$ cat config.mk
export PLATFORM = sky130hd
export DESIGN_NAME = spdif_subframe_assembler
export DESIGN_NICKNAME = d
export VERILOG_FILES = /design/src/rtl/spdif_subframe_assembler.sv
export SDC_FILE = /design/constraint.sdc
export NUM_CORES = 1
export LEC_CHECK = 0
export CORE_MARGIN = 4
export CORE_UTILIZATION = 55
export DETAILED_ROUTE_END_ITERATION = 6
export PLACE_DENSITY = 0.93
export SLEW_MARGIN = 20
export SYNTH_ARGS = -nofsm -noshare
export SYNTH_HDL_FRONTEND = slang
export SYNTH_SLANG_ARGS = --single-unit
$ cat constraint.sdc
create_clock -name clk -period 3.72 [get_ports clk]
set_input_delay 0.372 -clock clk [delete_from_list [all_inputs] [get_ports clk]]
set_output_delay 0.372 -clock clk [all_outputs]
set_load 0.02 [all_outputs]
$ cat src/rtl/spdif_subframe_assembler.sv
// spdif_subframe_assembler
//
// Deserialises the decoded S/PDIF bit stream (one bit per vin strobe, LSB
// first) into 28-bit subframes: 4 aux, 20 audio, V, U, C, P. Each completed
// subframe is emitted as a 24-bit sample plus status flags one cycle after
// its 28th bit. Left/right subframes of the same frame are paired into a
// stereo output.
//
// Optional build macro:
//   PARITY_MUTE_EN - when defined, subframes failing even parity emit a zero
//                    sample, and a zero value is latched for pairing. Flags
//                    are unchanged.
//
// Ports:
//   clk, rst          - clock, synchronous active-high reset
//   vin, din          - decoded-bit strobe and bit value
//   channel_in        - decoder channel flag (0 = left, 1 = right)
//   frame_counter_in  - decoder frame counter (0 = block start)
//   sample_out, vout  - assembled sample and its one-cycle valid pulse
//   channel_out, validity_out, user_out, cstat_out - per-sample status
//   parity_err        - with vout: subframe failed even parity
//   block_start       - with vout: left subframe of frame 0
//   frame_err         - pulse: a partial subframe was discarded on a gap
//   left_out, right_out, pair_vout, pair_err - paired stereo output

module spdif_subframe_assembler #(
    parameter int unsigned GAP_CYCLES = 4,
    parameter int unsigned SAMPLE_W   = 24
) (
    input  logic                clk,
    input  logic                rst,
    input  logic                vin,
    input  logic                din,
    input  logic                channel_in,
    input  logic [7:0]          frame_counter_in,
    output logic [SAMPLE_W-1:0] sample_out,
    output logic                vout,
    output logic                channel_out,
    output logic                validity_out,
    output logic                user_out,
    output logic                cstat_out,
    output logic                parity_err,
    output logic                block_start,
    output logic                frame_err,
    output logic [SAMPLE_W-1:0] left_out,
    output logic [SAMPLE_W-1:0] right_out,
    output logic                pair_vout,
    output logic                pair_err
);

    localparam logic [3:0] GapMax = 4'(GAP_CYCLES);

    typedef enum logic [0:0] {
        StIdle,
        StHaveLeft
    } pair_state_e;

    // Deserialiser state
    logic [27:0]         sr_q, sr_d;
    logic [4:0]          bit_cnt_q, bit_cnt_d;
    logic [3:0]          gap_cnt_q, gap_cnt_d;

    // Per-sample registered outputs
    logic [SAMPLE_W-1:0] sample_q, sample_d;
    logic                vout_q, vout_d;
    logic                channel_q, channel_d;
    logic                validity_q, validity_d;
    logic                user_q, user_d;
    logic                cstat_q, cstat_d;
    logic                parity_err_q, parity_err_d;
    logic                block_start_q, block_start_d;
    logic                frame_err_q, frame_err_d;

    // Pairing state and outputs
    pair_state_e         state_q, state_d;
    logic [SAMPLE_W-1:0] left_lat_q, left_lat_d;
    logic                left_perr_q, left_perr_d;
    logic [SAMPLE_W-1:0] left_out_q, left_out_d;
    logic [SAMPLE_W-1:0] right_out_q, right_out_d;
    logic                pair_vout_q, pair_vout_d;
    logic                pair_err_q, pair_err_d;

    // Subframe as it stands once the current bit is shifted in
    logic [27:0]         word;
    logic                word_perr;
    logic [SAMPLE_W-1:0] word_sample;
    logic                complete;
    logic                discard;

    assign word      = {din, sr_q[27:1]};
    assign word_perr = ^word;

    always_comb begin
        word_sample = word[SAMPLE_W-1:0];
`ifdef PARITY_MUTE_EN
        if (word_perr) begin
            word_sample = '0;
        end
`endif
    end

    // Deserialiser and gap detection
    always_comb begin
        sr_d      = sr_q;
        bit_cnt_d = bit_cnt_q;
        gap_cnt_d = gap_cnt_q;
        complete  = 1'b0;
        discard   = 1'b0;
        if (vin) begin
            // A bit on the cycle the gap would expire takes priority.
            sr_d      = word;
            gap_cnt_d = '0;
            if (bit_cnt_q == 5'd27) begin
                bit_cnt_d = '0;
                complete  = 1'b1;
            end else begin
                bit_cnt_d = bit_cnt_q + 5'd1;
            end
        end else if (gap_cnt_q != GapMax) begin
            gap_cnt_d = gap_cnt_q + 4'd1;
            // Discard fires once, on the transition into a full gap.
            if (gap_cnt_d == GapMax && bit_cnt_q != '0) begin
                discard   = 1'b1;
                bit_cnt_d = '0;
            end
        end
    end

    // Per-sample outputs: values hold between pulses, qualifiers pulse
    always_comb begin
        sample_d      = sample_q;
        channel_d     = channel_q;
        validity_d    = validity_q;
        user_d        = user_q;
        cstat_d       = cstat_q;
        vout_d        = complete;
        parity_err_d  = complete & word_perr;
        block_start_d = complete & ~channel_in & (frame_counter_in == 8'd0);
        frame_err_d   = discard;
        if (complete) begin
            sample_d   = word_sample;
            channel_d  = channel_in;
            validity_d = word[24];
            user_d     = word[25];
            cstat_d    = word[26];
        end
    end

    // Left/right pairing
    always_comb begin
        state_d     = state_q;
        left_lat_d  = left_lat_q;
        left_perr_d = left_perr_q;
        left_out_d  = left_out_q;
        right_out_d = right_out_q;
        pair_vout_d = 1'b0;
        pair_err_d  = 1'b0;
        unique case (state_q)
            StIdle: begin
                // A right subframe with no pending left is not paired.
                if (complete && !channel_in) begin
                    left_lat_d  = word_sample;
                    left_perr_d = word_perr;
                    state_d     = StHaveLeft;
                end
            end
            StHaveLeft: begin
                if (complete) begin
                    if (channel_in) begin
                        left_out_d  = left_lat_q;
                        right_out_d = word_sample;
                        pair_vout_d = 1'b1;
                        pair_err_d  = left_perr_q | word_perr;
                        state_d     = StIdle;
                    end else begin
                        left_lat_d  = word_sample;
                        left_perr_d = word_perr;
                    end
                end else if (discard) begin
                    state_d = StIdle;
                end
            end
            default: state_d = StIdle;
        endcase
    end

    always_ff @(posedge clk) begin
        if (rst) begin
            sr_q          <= '0;
            bit_cnt_q     <= '0;
            gap_cnt_q     <= '0;
            sample_q      <= '0;
            vout_q        <= 1'b0;
            channel_q     <= 1'b0;
            validity_q    <= 1'b0;
            user_q        <= 1'b0;
            cstat_q       <= 1'b0;
            parity_err_q  <= 1'b0;
            block_start_q <= 1'b0;
            frame_err_q   <= 1'b0;
            state_q       <= StIdle;
            left_lat_q    <= '0;
            left_perr_q   <= 1'b0;
            left_out_q    <= '0;
            right_out_q   <= '0;
            pair_vout_q   <= 1'b0;
            pair_err_q    <= 1'b0;
        end else begin
            sr_q          <= sr_d;
            bit_cnt_q     <= bit_cnt_d;
            gap_cnt_q     <= gap_cnt_d;
            sample_q      <= sample_d;
            vout_q        <= vout_d;
            channel_q     <= channel_d;
            validity_q    <= validity_d;
            user_q        <= user_d;
            cstat_q       <= cstat_d;
            parity_err_q  <= parity_err_d;
            block_start_q <= block_start_d;
            frame_err_q   <= frame_err_d;
            state_q       <= state_d;
            left_lat_q    <= left_lat_d;
            left_perr_q   <= left_perr_d;
            left_out_q    <= left_out_d;
            right_out_q   <= right_out_d;
            pair_vout_q   <= pair_vout_d;
            pair_err_q    <= pair_err_d;
        end
    end

    assign sample_out   = sample_q;
    assign vout         = vout_q;
    assign channel_out  = channel_q;
    assign validity_out = validity_q;
    assign user_out     = user_q;
    assign cstat_out    = cstat_q;
    assign parity_err   = parity_err_q;
    assign block_start  = block_start_q;
    assign frame_err    = frame_err_q;
    assign left_out     = left_out_q;
    assign right_out    = right_out_q;
    assign pair_vout    = pair_vout_q;
    assign pair_err     = pair_err_q;

endmodule

==> results.toml <==
[clock_tree]
htreeDepth = 4
clkTransAtPathRegs_ns = 0.07
cts_root_buf = "clkbuf_8"
insertion_delay_ns = 0.53
clock-sinks = 144
cts_buffer_depth = 2
post_cts_resize_count = 0
cts_tree = "done"
cts_hold_buf = 0
post_cts_buffers = 0
numCtsBuffers = 17

[detailed_routing]
viasPerCell = 5.49
drt_wl_total_mm = 13.9
wl_per_cell_um = 16.4
vias = 4666
drtPass1Iterations = 5
drc = 0
ant_nets = 0
dr.first_iter.drc_count = 347

[logic_synthesis]
synth-seq-cells = 144
synthCells = 631
ys_warn_count = 0
synth.avg_cell_area_um2 = 8.47
synthesis.area_um2 = 5350
synth-async-reset-ratio_pct = 0
yosys_most_used_dff = "dfxtp_1"
syn_nets = 648
synth_edf_count = 0
ys_types = 35
ys_seq_area_share_pct = 53.9

[setup_path]
ff2ff_path_depth = 7
crit_required_ns = 4.16
max_stage_delay_ns = 0.62
crit_path_top_delay_cell = "or2_2"
crit_chain = "ha_1 -> nand3_1 -> or2_2 -> nor2_2 -> buf_4 -> nor2_1 -> a211oi_2"
critPathMaxFanout = 33
critPathKind = "reg2reg"
reg2reg_to = "left_perr_q"
cp-start-kind = "flip-flop"
reg2reg_from = "bit_cnt_q[1]"
crit_arrival_ns = 3.23
rrSetupSlack_ns = 0.93
cp-end-kind = "flip-flop"
critPathBufInv = 1
cp_top_family = "simple AND/OR/NAND/NOR gates"

[placement]
placed_area_um2 = 6310
port_buffers = 94
place_ws_ns = 0.984
dp.cells = 817
gp_congestion = 0.763
hpwlAfterDp_mm = 8.39

[power_and_ir_drop]
leakagePower_nw = 2.38
switching_power_mw = 0.743
power_switching_share_pct = 22.5
combPwrFrac_pct = 2.6
ir_drop_mv = 0.368
power.total_mw = 3.31
pwr-share-clk_pct = 50.5
internal-power_mw = 2.56
pwr-share-seq_pct = 46.9
power.density_nw_per_um2 = 477

[sta]
finalCritPeriodShare_pct = 74.9
relSlewSlack_pct = 32.9
fin_ws_ns = 0.933
fin_crit_ns = 2.79
setup_violations = 0
maxSlewViolCount = 0
rsz0062_at_grt = "no"
max_freq_mhz = 359
setup-tns-final_ns = 0
hold_violations = 0
fin_skew_ns = 0.00833
worst_slew_pin_slew_ns = 1.00
hold_ws_ns = 0.377

[floorplanning]
ios = 95
dieHeight_um = 107
rows = 35
fp.dieW_um = 107
core_area_um2 = 9370
dieArea_um2 = 11400
initial_core_util_pct = 57.0

[final_layout]
fillers = 669
stdcell_area_um2 = 6920
drive_above_1_share_pct = 6.66
nets = 725
n_antenna_cell = 0
syn_to_final_growth_pct = 29.5
fin_cells = 850
final_core_util_pct = 73.9

[hold_path]
min_to = "bit_cnt_q[4]"
hp-class = "in2reg"
hold_depth = 4
hold_start = "vin"

[global_route]
grt_pass1_vias = 4761
grt_usage_pct = 25.1
antenna_found_initial = 0
grt_pass1_wl_mm = 22.7
overflow = 0
grt_max_degree = 97

[status]
status = "complete, no violations"

[run]
maxCapViolations = 0
-- cell families after synthesis --
family,Yosys count,share of synthesized area [%]
flops,144,53.9
fa+ha+maj,4,0.936
buf+inv,47,3.68
mux,28,5.24
simple gates,266,19.8
xor+xnor,28,5.24
compound gates,114,11.2
-- worst max path at each step --
stage                      start              to  slack [ns]  cells past startpoint
global placement    bit_cnt_q[1]   right_out[17]        1.17                      6
floorplan           bit_cnt_q[1]  left_lat_q[10]        1.96                      8
finish              bit_cnt_q[1]     left_perr_q        0.93                      7
global route        bit_cnt_q[1]  left_lat_q[15]        0.74                      7
detailed placement  bit_cnt_q[1]   right_out[18]        0.98                      6
CTS                 bit_cnt_q[1]   right_out[18]        0.85                      6
-- power by group through the flow --
stage          Clock (mW)  Sequential [mW]  Combinational (mW)
2_1_floorplan           0             1.58              0.0578
3_3_place_gp            0             1.58              0.0789
3_5_place_dp            0             1.58              0.0826
4_1_cts              1.68             1.55              0.0850
5_1_grt              1.75             1.55              0.0910
6_report             1.67             1.55              0.0852
-- synthesized netlist by cell type, drive strengths merged, types with 3 or more instances --
master    n  area share (%)
nor3      7            0.66
xor2      3            0.49
dfxtp   144              54
ha        4            0.94
a21oi   104             9.7
clkbuf   32             2.2
inv       5            0.35
nand2   203              14
mux2i    28             5.2
buf      10             1.1
nor2     39             2.8
nand3     6            0.56
xnor2    23             3.9
-- placed cells by master, fill, tap and decap left out, types with 5 or more instances in the layout --
cell	netlist	layout
nand2_1	203	203
dfxtp_1	144	144
a21oi_1	104	104
clkdlybuf4s50_1	0	92
nor2_1	37	36
mux2i_1	28	28
xnor2_1	22	22
clkbuf_16	0	16
nor3_1	7	7
buf_4	3	6
inv_1	5	5
nand3_1	6	5
-- sequential cells by signal, summed over array words and instances (netlist names), 4 cells and up --
register	flops
sample_out	24
bit_cnt_q	5
sr_q	27
left_out	24
gap_cnt_q	4
right_out	24
left_lat_q	24
-- layer usage --
layer	track usage (%)	wire length, µm	up-vias
met4	12.1	410	0
met5	0	0	-
li1	-	-	2210
met2	44.5	7260	204
met3	6.02	755	41
met1	28.2	5480	2211
-- final cells by class --
class                      count  area (µm²)  share of cell area (%)
tap                          129         161                    2.33
timing repair buffer         100         998                    14.4
sequential                   144        2880                    41.6
multi-input combinational    440        2280                    32.9
clock buffer                  18         428                    6.18
clock inverter                14         156                    2.26
inverter                       5        18.8                   0.271
-- tightest hold or removal path: cells and delay by family --
family | cells | cell delay, ns
simple gates | 2 | 0.20
compound gates | 1 | 0.18
buf+inv | 1 | 0.10
Note: power is estimated with default switching activity, not from simulation.
